--- src/rtl/dqs_write_preamble_gen.sv ---
// -----------------------------------------------------------------------------
// dqs_write_preamble_gen
//
// Write-path DQS strobe generator. Once a write request is accepted, the block
// waits the programmed write latency. It then drives a preamble, a toggling
// burst strobe and a postamble on DQS_AD, one UI per clk_i cycle. Every
// preamble ends in "10" so the read-side detector can lock onto it.
//
// Ports
//   clk_i             : UI-rate clock, one DQS UI per cycle
//   reset_n_i         : asynchronous active-low reset
//   en_i              : block enable; gates acceptance only
//   wr_req_i          : write request, accepted when wr_req_i && ready_o
//   wr_lat_i[4:0]     : idle UIs between acceptance and the first preamble UI
//   pre_amble_sett_i  : preamble select (000/001/010/011; 1xx behaves as 000)
//   burst_len_i       : 0 = BL8, 1 = BL16
//   post_amble_sett_i : 0 = 1-UI postamble "0", 1 = 3-UI postamble "010"
//   ready_o           : combinational; a request can be accepted this cycle
//   DQS_AD            : registered strobe level
//   dqs_oe_o          : registered DQS output enable (whole driven window)
//   data_valid_o      : registered; high on every burst UI
//   done_o            : registered one-cycle pulse in the first IDLE after POST
// -----------------------------------------------------------------------------
module dqs_write_preamble_gen (
    input  logic       clk_i,
    input  logic       reset_n_i,
    input  logic       en_i,
    input  logic       wr_req_i,
    input  logic [4:0] wr_lat_i,
    input  logic [2:0] pre_amble_sett_i,
    input  logic       burst_len_i,
    input  logic       post_amble_sett_i,
    output logic       ready_o,
    output logic       DQS_AD,
    output logic       dqs_oe_o,
    output logic       data_valid_o,
    output logic       done_o
);

    typedef enum logic [2:0] {
        ST_IDLE  = 3'd0,
        ST_WAIT  = 3'd1,
        ST_PRE   = 3'd2,
        ST_BURST = 3'd3,
        ST_POST  = 3'd4
    } state_t;

    state_t     state_q, state_d;
    logic [4:0] cnt_q,   cnt_d;
    logic [1:0] pre_q,   pre_d;
    logic       bl_q,    bl_d;
    logic       post_q,  post_d;

    logic       dqs_q,   dqs_d;
    logic       oe_q,    oe_d;
    logic       dv_q,    dv_d;
    logic       done_q,  done_d;

    logic       accept;

    // Reserved preamble codes (1xx) fall back to the 2-UI "10" preamble.
    function automatic logic [1:0] pre_sel(input logic [2:0] sett);
        return sett[2] ? 2'b00 : sett[1:0];
    endfunction

    // Preamble length is 2*(sel+1) UIs, so the counter load value is 2*sel+1.
    function automatic logic [4:0] pre_load(input logic [1:0] sel);
        return {2'b00, sel, 1'b1};
    endfunction

    function automatic logic [4:0] burst_load(input logic bl);
        return bl ? 5'd15 : 5'd7;
    endfunction

    function automatic logic [4:0] post_load(input logic post);
        return post ? 5'd2 : 5'd0;
    endfunction

    // The seamless slot is only offered for zero-latency requests. Any other
    // latency would need a gap that the running burst cannot provide.
    assign ready_o = en_i &&
                     ((state_q == ST_IDLE) ||
                      ((state_q == ST_BURST) && (cnt_q == 5'd0) && (wr_lat_i == 5'd0)));

    assign accept = wr_req_i && ready_o;

    // Next state / counter / latched settings
    always_comb begin
        state_d = state_q;
        cnt_d   = cnt_q;
        pre_d   = pre_q;
        bl_d    = bl_q;
        post_d  = post_q;

        case (state_q)
            ST_IDLE: begin
                if (accept) begin
                    pre_d  = pre_sel(pre_amble_sett_i);
                    bl_d   = burst_len_i;
                    post_d = post_amble_sett_i;
                    if (wr_lat_i != 5'd0) begin
                        state_d = ST_WAIT;
                        cnt_d   = wr_lat_i - 5'd1;
                    end else begin
                        state_d = ST_PRE;
                        cnt_d   = pre_load(pre_sel(pre_amble_sett_i));
                    end
                end
            end

            ST_WAIT: begin
                if (cnt_q == 5'd0) begin
                    state_d = ST_PRE;
                    cnt_d   = pre_load(pre_q);
                end else begin
                    cnt_d   = cnt_q - 5'd1;
                end
            end

            ST_PRE: begin
                if (cnt_q == 5'd0) begin
                    state_d = ST_BURST;
                    cnt_d   = burst_load(bl_q);
                end else begin
                    cnt_d   = cnt_q - 5'd1;
                end
            end

            ST_BURST: begin
                if (cnt_q == 5'd0) begin
                    if (accept) begin
                        // Seamless write: restart the burst directly with the
                        // new settings and skip both postamble and preamble.
                        pre_d   = pre_sel(pre_amble_sett_i);
                        bl_d    = burst_len_i;
                        post_d  = post_amble_sett_i;
                        state_d = ST_BURST;
                        cnt_d   = burst_load(burst_len_i);
                    end else begin
                        state_d = ST_POST;
                        cnt_d   = post_load(post_q);
                    end
                end else begin
                    cnt_d   = cnt_q - 5'd1;
                end
            end

            ST_POST: begin
                if (cnt_q == 5'd0) begin
                    state_d = ST_IDLE;
                    cnt_d   = 5'd0;
                end else begin
                    cnt_d   = cnt_q - 5'd1;
                end
            end

            default: begin
                state_d = ST_IDLE;
                cnt_d   = 5'd0;
            end
        endcase
    end

    // Output decode from the upcoming state, so the registered outputs line
    // up with the UI that state represents.
    //   PRE   : high UIs sit at counter 1, and also at 3 for the 6/8-UI
    //           preambles, giving the trailing "10" / "1010".
    //   BURST : load values are odd, so counter[0] starts the burst at 1.
    //   POST  : "010" has its single high UI at counter 1.
    always_comb begin
        dqs_d  = 1'b0;
        oe_d   = 1'b0;
        dv_d   = 1'b0;
        done_d = (state_q == ST_POST) && (state_d == ST_IDLE);

        case (state_d)
            ST_PRE: begin
                oe_d  = 1'b1;
                dqs_d = (cnt_d == 5'd1) || ((cnt_d == 5'd3) && pre_d[1]);
            end
            ST_BURST: begin
                oe_d  = 1'b1;
                dv_d  = 1'b1;
                dqs_d = cnt_d[0];
            end
            ST_POST: begin
                oe_d  = 1'b1;
                dqs_d = (cnt_d == 5'd1);
            end
            default: begin
                dqs_d = 1'b0;
            end
        endcase
    end

    always_ff @(posedge clk_i or negedge reset_n_i) begin
        if (!reset_n_i) begin
            state_q <= ST_IDLE;
            cnt_q   <= 5'd0;
            pre_q   <= 2'b00;
            bl_q    <= 1'b0;
            post_q  <= 1'b0;
            dqs_q   <= 1'b0;
            oe_q    <= 1'b0;
            dv_q    <= 1'b0;
            done_q  <= 1'b0;
        end else begin
            state_q <= state_d;
            cnt_q   <= cnt_d;
            pre_q   <= pre_d;
            bl_q    <= bl_d;
            post_q  <= post_d;
            dqs_q   <= dqs_d;
            oe_q    <= oe_d;
            dv_q    <= dv_d;
            done_q  <= done_d;
        end
    end

    assign DQS_AD       = dqs_q;
    assign dqs_oe_o     = oe_q;
    assign data_valid_o = dv_q;
    assign done_o       = done_q;

endmodule

--- config.mk ---
export PLATFORM = sky130hd
export DESIGN_NAME = dqs_write_preamble_gen
export DESIGN_NICKNAME = d
export VERILOG_FILES = /design/src/rtl/dqs_write_preamble_gen.sv
export SDC_FILE = /design/constraint.sdc
export NUM_CORES = 1
export LEC_CHECK = 0
export CAP_MARGIN = 10
export CORE_MARGIN = 2
export CORE_UTILIZATION = 57
export DETAILED_ROUTE_END_ITERATION = 12
export PLACE_DENSITY = 0.82
export SLEW_MARGIN = 25
export SYNTH_ARGS = -nofsm -noshare
export SYNTH_HDL_FRONTEND = slang
export SYNTH_SLANG_ARGS = --single-unit
--- constraint.sdc ---
create_clock -name clk_i -period 5.15 [get_ports clk_i]
set_clock_uncertainty 0.1 [all_clocks]
set_input_delay 1.03 -clock clk_i [delete_from_list [all_inputs] [get_ports clk_i]]
set_output_delay 1.03 -clock clk_i [all_outputs]
set_load 0.01 [all_outputs]
Word-level counts from Yosys, hierarchy flattened
Index checks and enable logic that the tools add are counted.
Storage, ports and cells
  logic and storage cells: 70
  output and inout bits: 5
  register bits after elaboration: 16
  bits of input ports: 14
Operators by class
  reduce and logical (&&, ||, !) cells: 16
  eq/ne operators: 10
  add/sub/neg operators: 2
  multiplexer cells: 32
Operators with widths (count)
  2-to-1 mux 5 bit: 6
  case mux 5 bit (5 select lines): 1
  2-to-1 mux 3 bit: 6
  case mux 3 bit (5 select lines): 1
  == test 3 x 2 -> 1 bit, second input constant: 4
  2-to-1 mux 4 bit: 3
  logical NOT 5 bit: 2
  2-to-1 mux 2 bit: 5
  subtractor 5 x 1 -> 5 bit, second input constant: 2
  == test 3 bit, second input constant: 2
  logical AND 1 bit: 6
  logical NOT 3 bit: 2
  2-to-1 mux 1 bit: 6
  == test 5 x 1 -> 1 bit, second input constant: 1
  == test 5 x 2 -> 1 bit, second input constant: 1
  nonzero test 5 bit: 1
  case mux 1 bit (2 select lines): 2
  case mux 2 bit (2 select lines): 1
  == test 3 x 1 -> 1 bit, second input constant: 1
  case mux 1 bit (3 select lines): 1
  OR reduction 3 bit: 1
  logical OR 1 bit: 2
  inequality test 2 x 1 -> 1 bit, second input constant: 1
  AND reduction 2 bit: 1
  nonzero test 2 bit: 1

Logic depth before layout (Yosys ltp)
Gate-level depths: netlist of run 1.
  word-level depth: 13
  depth in mapped cells: 9
  depth with buffers taken out: 8

Least setup slack after synthesis of run 1
Ideal clock, no wire load.
  path type: input to output
  start point: in wr_lat_i[0]
  end point: out ready_o
  arrival time: 1945 ps
  path slack: 2075 ps
  cell stages on the path: 5
  data required time: 4020 ps
  buffers on the path: 0
  path through: inv_1 -> ha_1 -> nor4b_2 -> a31oi_1 -> nor3b_1
Between the ends
  cells in the longest elaborated chain, start to end: 4
RTL lines
  from (decl): line 29  | input logic [4:0] wr_lat_i,
  logical NOT 5 bit: line 83  | ((state_q == ST_BURST) && (cnt_q == 5'd0) && (wr_lat_i == 5'd0)));
  logical AND 1 bit: line 83
  logical OR 1 bit: line 82  | ((state_q == ST_IDLE) ||
  logical AND 1 bit: line 81  | assign ready_o = en_i &&
  to (decl): line 33  | output logic ready_o,
No other way between the ends.

Worst setup path in the final report of run 1
Same ends and word-level chain as after synthesis.

==> impl_metrics.csv, run 1 <==
group,metric,value,unit
sta,maxSlewViolCount,0,
placement,dp_slack,1.09,ns
sta,fin_crit,4.09,ns
global_route,gr-usage-all-layers,0.251,
placement,dp_hpwl,2.20,mm
setup_path,cp_max_fo,3,
global_route,grt_antenna_before_repair,0,
cts,clock_latency,0.28,ns
floorplanning,initial_core_util,0.619,
setup_path,critical_path_buf_inv_count,3,
synthesis,synthTopCellsByArea,"dfrtp_1 (32%), ha_1 (4.0%), mux2_1 (3.6%)",
setup_path,max_stage_delay,0.56,ns
cts,numCtsBuffers,3,
cts,cts_tree,"done",
drt,final_antenna_net_count,0,
sta,hold_viol_final,0,
setup_path,startpoint,"wr_lat_i[0]",
cts,cts.reportedPaths.clkPinSlew,0.09,ns
setup_path,critPathSlowestCell,"clkdlybuf4s50_1",
cts,h-tree-depth,1,
power,total_power,0.724,mW
sta,tightestPinTransition,0.683,ns
drt,first_iter_violations,51,
synthesis,ys_seq_area_frac,0.320,
cts,ctsHoldBuffers,0,
synthesis,synth_largest_area_cell,"dfrtp_1",
worst_hold_path,hp-class,"register to register",
synthesis,avgSynthCellArea,8.95,um2
cts,clockBufferDepth,2,
synthesis,ys_types,48,
power,p_leak,0.582,nW
power,power_per_cell_area,500,mW/mm2
outcome,outcome,"complete, no violations",
synthesis,synthFlopType,"dfrtp_1",
synthesis,yosysWarnings,0,
floorplanning,dieArea,0.00259,mm2
synthesis,netlist_instances,140,
setup_path,worstPathRequired,4.02,ns
placement,io_buffers,18,
cells_and_area,drive_above_1_share,0.0779,
setup_path,r2r_start,"cnt_q[0]",
cells_and_area,antenna_cells,0,
setup_path,cp-end-kind,"output pin",
synthesis,synth_edf_count,0,
setup_path,path_cells,"clkdlybuf4s50_1 > inv_1 > ha_1 > nor4b_2 > a31oi_1 > nor3b_1 > clkdlybuf4s50_1",
sta,finalSetupViolCount,0,
drt,wire_per_inst,15.9,um
sta,slew_headroom,0.543,
floorplanning,die_x,50.9,um
setup_path,start_kind,"input port",
synthesis,ys_top_cells_by_count,"dfrtp_1 (16), nor2_1 (11), o21ai_0 (8), inv_1 (7), nand2_1 (7)",
setup_path,cp.arrival,2.96,ns
cells_and_area,nFillCells,152,
worst_hold_path,hp-start,"pre_q[0]",
global_route,grt_max_degree,22,
setup_path,critPathTopFamily,"buffers and inverters",
cts,postCtsResizedCells,0,
placement,gp_congestion,0.918,
global_route,grt_pass1_vias,1031,
floorplanning,rows,16,
sta,finalCritPeriodShare,0.795,
drt,wirelength,2.87,mm
sta,worst_slack,1.06,ns
cts,clkSinkCount,16,
floorplanning,die_y,50.9,um
sta,timing.fmax,0.244,GHz
drt,firstDrtPassIters,4,
sta,fin_tns_setup,0,ns
drt,post_drt_via_cell_ratio,6.31,
power,ir_drop,0.358,mV
synthesis,synthMostInstantiatedCell,"dfrtp_1",
floorplanning,core_area,0.00202,mm2
cells_and_area,syn2layout_area_growth,15.8,%
floorplanning,io_pins,19,
sta,rsz0062_at_grt,"false",
synthesis,synthArstFlopShare,1.00,
run,drv_cap,0,
cts,post_cts_buffers,0,
synthesis,mappedNetlistNets,158,
cts,root_buffer,"clkbuf_4",
setup_path,critical_path.most_common_cell,"clkdlybuf4s50_1",
global_route,grt-ovfl-total,0,
setup_path,path_class,"input port to output pin",
global_route,grt_pass1_wl,4.93,mm
drt,vias,1142,
cells_and_area,nNetsFinal,173,
synthesis,synth_top_area_share,0.320,
synthesis,synth_area,0.00125,mm2
drt,drc_errors,0,
synthesis,synth-seq-cells,16,
## logic make-up after synthesis
logic type | Yosys count | share of synthesized area
AOI/OAI and AO/OA | 46 | 0.264
xor gates and xnor gates | 2 | 0.0140
adders and majority gates | 4 | 0.0400
buffers and inverters | 16 | 0.0689
DFF | 16 | 0.320
muxes | 6 | 0.0519
and+or+nand+nor | 50 | 0.242
## power by group
part           switching (mW)  total [mW]  internal, mW
logic                   0.198       0.384         0.185
registers              0.0824       0.260         0.177
clock network          0.0379      0.0809        0.0430
total                   0.319       0.724         0.406
## area by class of cell
cell class,count,area [um2],share of cell area
multi-input combinational,108,766,0.528
inverter,7,26.3,0.0181
sequential,16,400,0.276
timing repair buffer,19,188,0.129
clock buffer,4,36.3,0.0250
tap,27,33.8,0.0233
## routing by layer
layer  vias to the layer above  wire length [um]  GRT usage
li1                        552                 -          -
met1                       544              1340      0.364
met2                        38              1340      0.395
met3                         8               137     0.0263
met4                         0                55     0.0811
met5                         -                 0          0
## cells in the final DEF, fill, tap and decap left out, types with 2 or more instances in the layout
cell,n
a21oi_1,5
a31oi_1,3
and2_1,6
clkbuf_4,3
clkdlybuf4s50_1,18
dfrtp_1,16
ha_1,4
inv_1,7
mux2_1,4
mux2i_1,2
nand2_1,7
nand3_1,3
nor2_1,11
nor2b_1,5
nor3_1,5
nor3b_1,5
nor4b_2,2
o211ai_1,2
o21a_1,2
o21ai_0,8
o21ai_1,4
o22ai_1,2
o31ai_1,3
or4b_1,2
## registers in the layout, summed over array words and instances, names as in the netlist
signal        count
dqs_oe_o          1
data_valid_o      1
post_q            1
done_o            1
DQS_AD            1
pre_q             2
cnt_q             5
state_q           3
bl_q              1
## per-stage QoR
stage	utilization	instance area [um2]	hold WS, ns	cells
finish	0.717	1450	0.394	181
global route	0.717	1450	0.432	181
CTS	0.717	1450	0.393	181
detailed placement	0.699	1410	0.372	177
global placement	0.699	1410	0.368	177
floorplan	-	1250	0.350	140
## worst paths after layout
kind,end,slack [ns],cells after the start
setup / recovery,ready_o,1.06,7
hold / removal,pre_q[0],0.39,1
hold reg to reg,pre_q[0],0.39,1
min in group asynchronous,DQS_AD,1.05,1
setup reg to reg,DQS_AD,2.52,7
max in group asynchronous,pre_q[1],3.47,1
Power figures use the tool's default switching activity.
==> run 2, diff against run 1 <==
--- a/config.mk
+++ b/config.mk
@@ -6,10 +6,11 @@
 export NUM_CORES = 1
 export LEC_CHECK = 0
 export CAP_MARGIN = 10
+export CORE_ASPECT_RATIO = 0.5
 export CORE_MARGIN = 2
-export CORE_UTILIZATION = 57
+export CORE_UTILIZATION = 48
 export DETAILED_ROUTE_END_ITERATION = 12
-export PLACE_DENSITY = 0.82
+export PLACE_DENSITY = 0.73
 export SLEW_MARGIN = 25
 export SYNTH_ARGS = -nofsm -noshare
 export SYNTH_HDL_FRONTEND = slang
==> constraint.sdc (replaced) <==
create_clock -name clk_i -period 3.4 [get_ports clk_i]
set_clock_uncertainty 0.1 [all_clocks]
set_input_delay 0.68 -clock clk_i [delete_from_list [all_inputs] [get_ports clk_i]]
set_output_delay 0.68 -clock clk_i [all_outputs]
set_load 0.01 [all_outputs]
==> run 2 against run 1 <==
  * Register-to-register slack worse by 1.8 ns
  * Cell count is 7.2% higher
  * Cell area rose by 4.5%
  * Setup slack got worse by 0.81 ns
  * Core utilization decreased by 12 points
  * Non-clock buffer count increased by 3
  * Die area up 18%
  * Sequential power increased by 45%
  * Critical path depth grew 2
  * Via count rose by 1.1%
  * Critical path type is now input port to register
  * Highest routed layer unchanged
==> impl_metrics.csv, run 2 (same netlist as run 1, synthesis figures left out) <==
group,metric,value,unit
outcome,outcome,"complete, no violations",
sta,tightestPinTransition,0.675,ns
setup_path,critical_path_buf_inv_count,2,
floorplanning,rows,13,
sta,hold_slack,0.393,ns
sta,slew_headroom,0.549,
global_route,grt-ovfl-total,0,
setup_path,path_class,"input port to register",
cells_and_area,drive_above_1_share,0.0955,
global_route,grt_pass1_wl,4.64,mm
sta,finalCritPeriodShare,0.926,
floorplanning,initial_core_util,0.494,
placement,place_area,0.00145,mm2
sta,maxSlewViolCount,0,
global_route,gr-usage-all-layers,0.202,
cts,clkSinkCount,16,
power,power_per_cell_area,759,mW/mm2
setup_path,cp-end-kind,"register",
cells_and_area,final_common_cell,"clkdlybuf4s50_1",
drt,first_iter_violations,106,
sta,fin_crit,3.15,ns
power,ir_drop,0.374,mV
drt,firstDrtPassIters,4,
floorplanning,io_pins,19,
drt,final_antenna_net_count,0,
sta,hold_viol_final,0,
sta,timing.fmax,0.318,GHz
cells_and_area,largest_reg_flops,5,
cts,cts_tree,"done",
cts,numCtsBuffers,3,
placement,dp_hpwl,2.25,mm
placement,gp_congestion,0.887,
worst_hold_path,hp-class,"register to register",
cts,clock_latency,0.24,ns
setup_path,critPathTopFamily,"simple AND/OR/NAND/NOR gates",
cells_and_area,top_regs,"cnt_q: 5 flops, state_q: 3 flops, pre_q: 2 flops",
setup_path,max_stage_delay,0.66,ns
drt,vias,1154,
cells_and_area,largest-register,"cnt_q",
cells_and_area,nNetsFinal,176,
floorplanning,die_y,40.1,um
cells_and_area,antenna_cells,0,
run,drv_cap,0,
floorplanning,die_x,76.2,um
sta,rsz0062_at_grt,"false",
power,p_leak,0.626,nW
cts,cts.reportedPaths.clkPinSlew,0.06,ns
global_route,grt_pass1_vias,986,
placement,io_buffers,18,
power,total_power,1.15,mW
cts,root_buffer,"clkbuf_8",
setup_path,start_kind,"input port",
drt,drc_errors,0,
floorplanning,dieArea,0.00306,mm2
global_route,grt_antenna_before_repair,0,
global_route,grt_max_degree,17,
floorplanning,core_area,0.00254,mm2
drt,wirelength,2.95,mm
sta,finalSetupViolCount,0,
cells_and_area,most-common-layout-cells,"clkdlybuf4s50_1 (17), dfrtp_1 (16), nor2_1 (11)",
cts,clockBufferDepth,2,
cells_and_area,stdcell_area,0.00152,mm2
cells_and_area,syn2layout_area_growth,21.0,%
setup_path,rrSetupSlack,0.72,ns
setup_path,critPathSlowestCell,"or4b_1",
setup_path,worstPathRequired,3.43,ns
setup_path,cp.arrival,3.18,ns
cts,h-tree-depth,1,
drt,wire_per_inst,15.2,um
sta,fin_tns_setup,0,ns
setup_path,path_cells,"clkdlybuf4s50_1 > inv_1 > ha_1 > or4b_1 > nor2_8 > nand2_2 > a311oi_2 > o21ai_1 > a2111oi_2",
setup_path,cp_max_fo,6,
cts,post_cts_buffers,0,
drt,post_drt_via_cell_ratio,5.95,
run 2: changes by cell type in the layout (fill, tap and decap cells not counted), sizes merged:
| cell | change |
|---|---|
| dlymetal6s2s | +1 |
| clkdlybuf4s50 | -1 |
| buf | +3 |
run 2: path summary, 6_finish.rpt:
| path | depth (start not counted) | from | endpoint |
|---|---|---|---|
| worst max-delay path | 9 | wr_lat_i[0] | DQS_AD |
| worst min-delay path | 1 | pre_q[0] | pre_q[0] |
| worst max register to register | 7 | cnt_q[0] | DQS_AD |
| worst min register to register | 1 | pre_q[0] | pre_q[0] |
| max in group asynchronous | 1 | reset_n_i | pre_q[1] |
| min in group asynchronous | 1 | reset_n_i | DQS_AD |
run 2: timing repair:
action,CTS,global route
hold buffers,0,0
resized for setup,0,2
endpoints found under the setup margin,0,1
run 2: worst reg2reg max path, stage by stage, from the launching register on:
cell and delay, ns:
dfrtp_1 0.42, inv_1 0.11, ha_1 0.23, or4b_1 0.66
a211oi_2 0.26, a31oi_1 0.11, o31a_1 0.34, a2111oi_2 0.33
run 2: stage by stage:
step	utilization	std cells	setup slack (ns)
2_1_floorplan	-	140	0.831
3_3_place_gp	0.571	190	0.0788
3_5_place_dp	0.571	190	0.0536
4_1_cts	0.593	194	0.0393
5_1_grt	0.597	194	0.163
6_report	0.597	194	0.252
run 2: layout make-up:
cell class	count	area (um2)
tap	37	46.3
fill	223	1020
sequential	16	400
inverter	7	26.3
multi-input combinational	108	774
clock buffer	4	55.1
timing repair buffer	22	213
run 2: power breakdown:
group	switching, mW	internal, mW	total (mW)	leakage (nW)
clock network	0.0615	0.103	0.164	0.0288
registers	0.108	0.270	0.377	0.200
logic	0.319	0.289	0.608	0.397
total	0.488	0.661	1.15	0.626
run 2: metal layers:
| layer | vias up | GRT usage | part of all wire |
|---|---|---|---|
| met3 | 4 | 0.0428 | 0.070 |
| met1 | 548 | 0.291 | 0.50 |
| met5 | - | 0 | 0 |
| li1 | 558 | - | - |
| met4 | 0 | 0.0591 | 0.011 |
| met2 | 44 | 0.310 | 0.42 |
==> run 3, diff against run 2 <==
--- a/config.mk
+++ b/config.mk
@@ -7,9 +7,10 @@
 export LEC_CHECK = 0
 export CAP_MARGIN = 10
 export CORE_ASPECT_RATIO = 0.5
-export CORE_MARGIN = 2
+export CORE_MARGIN = 1.5
 export CORE_UTILIZATION = 48
 export DETAILED_ROUTE_END_ITERATION = 12
+export MAX_ROUTING_LAYER = met4
 export PLACE_DENSITY = 0.73
 export SLEW_MARGIN = 25
 export SYNTH_ARGS = -nofsm -noshare
==> run 3 against run 2 <==
  * Die area fell by 3.8%
  * Via count increased by 1.6%
  * Power rose by 1.6%
  * Core utilization is 5.5 points higher
  * Combinational power is 7.4% higher
  * Routed wire length increased by 3.2%
  * Sequential share of layout area fell by 0.22 points
  * Highest routed layer unchanged
==> impl_metrics.csv, run 3 (same netlist as run 1, synthesis figures left out) <==
group,metric,value,unit
cts,root_buffer,"clkbuf_8",
setup_path,worstPathRequired,3.44,ns
floorplanning,rows,12,
floorplanning,die_x,75.2,um
setup_path,r2r_end,"DQS_AD",
global_route,grt_pass1_wl,5.04,mm
global_route,grt_pass1_vias,1046,
setup_path,critical_path_buf_inv_count,2,
cells_and_area,layout.cells.non_filler,194,
power,p_leak,0.636,nW
sta,rsz0062_at_grt,"false",
outcome,outcome,"complete, no violations",
cells_and_area,antenna_cells,0,
global_route,grt_max_degree,20,
cells_and_area,final_common_cell,"clkdlybuf4s50_1",
cts,clkSinkCount,16,
power,seq_power_share,0.300,
drt,first_iter_violations,123,
placement,placed_cells,189,
cts,cts_tree,"done",
sta,slew_headroom,0.531,
setup_path,cp_max_fo,6,
floorplanning,die_y,39.1,um
cells_and_area,largest_reg_flops,5,
drt,wire_per_inst,15.7,um
cells_and_area,drive_above_1_share,0.107,
cells_and_area,largest-register,"cnt_q",
floorplanning,dieArea,0.00294,mm2
sta,fin_crit,3.05,ns
power,power_per_cell_area,765,mW/mm2
worst_hold_path,hold_end,"pre_q[0]",
cells_and_area,fin_util,0.652,
drt,firstDrtPassIters,5,
cts,clockBufferDepth,2,
global_route,grt_antenna_before_repair,0,
drt,wirelength,3.04,mm
drt,final_antenna_net_count,0,
worst_hold_path,hp-start,"pre_q[0]",
placement,gp_congestion,0.909,
sta,maxSlewViolCount,0,
sta,finalSetupViolCount,0,
power,intPower,0.670,mW
placement,io_buffers,18,
setup_path,r2r_start,"cnt_q[0]",
placement,place_area,0.00145,mm2
cells_and_area,most-common-layout-cells,"clkdlybuf4s50_1 (17), dfrtp_1 (16), nor2_1 (11)",
cts,numCtsBuffers,3,
setup_path,max_stage_delay,0.65,ns
cts,ctsHoldBuffers,0,
power,p_comb_frac,0.559,
sta,finalCritPeriodShare,0.897,
setup_path,rrSetupSlack,0.79,ns
floorplanning,io_pins,19,
global_route,grt-ovfl-total,0,
setup_path,start_kind,"input port",
sta,tightestPinTransition,0.702,ns
cts,h-tree-depth,1,
placement,dp_hpwl,2.34,mm
setup_path,rr_worst_depth,7,
floorplanning,core_area,0.00234,mm2
cells_and_area,syn2layout_area_growth,22.0,%
power,ir_drop,0.424,mV
sta,fin_tns_setup,0,ns
drt,post_drt_via_cell_ratio,6.04,
worst_hold_path,hp-class,"register to register",
setup_path,path_class,"input port to register",
cts,clock_latency,0.24,ns
power,switching_power,0.498,mW
cells_and_area,top_regs,"cnt_q: 5 flops, state_q: 3 flops, pre_q: 2 flops",
cts,cts.reportedPaths.clkPinSlew,0.06,ns
sta,hold_viol_final,0,
sta,worst_slack,0.349,ns
power,total_power,1.17,mW
floorplanning,initial_core_util,0.535,
setup_path,cp-end-kind,"register",
setup_path,critPathTopFamily,"simple AND/OR/NAND/NOR gates",
cells_and_area,nNetsFinal,178,
setup_path,path_cells,"clkdlybuf4s50_1 > inv_1 > ha_1 > or4b_1 > nor2_8 > nand2_2 > a311oi_2 > o21ai_1 > a2111oi_2",
sta,hold_slack,0.389,ns
global_route,gr-usage-all-layers,0.248,
cells_and_area,stdcell_area,0.00153,mm2
sta,timing.fmax,0.328,GHz
drt,vias,1172,
power,netSwitchingFraction,0.427,
worst_hold_path,hold_depth,1,
setup_path,critPathSlowestCell,"or4b_1",
setup_path,cp.arrival,3.09,ns
drt,drc_errors,0,
power,p_clk_frac,0.141,
run,drv_cap,0,
placement,dp_slack,0.0308,ns
## run 3: cell types whose count changed in the layout (fill, tap and decap cells not counted)
cell	change
buf_4	+2
## run 3: how the worst max path moves through the flow
stage	depth (start not counted)	slack, ns	end	from
6_report	9	0.35	DQS_AD	wr_lat_i[0]
5_1_grt	9	0.22	DQS_AD	wr_lat_i[0]
4_1_cts	7	0.04	ready_o	wr_lat_i[0]
3_5_place_dp	7	0.03	ready_o	wr_lat_i[0]
3_3_place_gp	7	0.1	ready_o	wr_lat_i[1]
2_1_floorplan	9	0.83	DQS_AD	wr_lat_i[0]
## run 3: metal layers
metal | wire, um | share of wire | global-route usage
met5 | 0 | 0 | -
met3 | 328 | 0.11 | 0.0339
met2 | 1250 | 0.41 | 0.365
met4 | 19 | 0.0063 | 0.0536
met1 | 1440 | 0.47 | 0.363
## run 3: power by group through the flow
stage | combinational [mW] | clock (mW) | sequential, mW
2_1_floorplan | 0.499 | 0 | 0.328
3_3_place_gp | 0.634 | 0 | 0.348
3_5_place_dp | 0.636 | 0 | 0.351
4_1_cts | 0.641 | 0.170 | 0.348
5_1_grt | 0.722 | 0.181 | 0.363
6_report | 0.653 | 0.165 | 0.351
## run 3: what timing repair did
item,4_1_cts,5_1_grt
setup buffers,0,1
endpoints found under the setup margin,0,1
gates resized for setup,0,2
## run 3: area by class of cell
cell class                 instances  area (um2)
tap                               35        43.8
fill                             189         815
inverter                           7        26.3
multi-input combinational        108         774
timing repair buffer              24         228
clock buffer                       4        55.1
sequential                        16         400
## run 3: worst register-to-register path, stage by stage, from the launching register on
cell       delay, ns
dfrtp_1         0.42
inv_1           0.10
ha_1            0.22
or4b_1          0.67
a211oi_2        0.26
a31oi_1         0.11
o31a_1          0.32
a2111oi_2       0.30
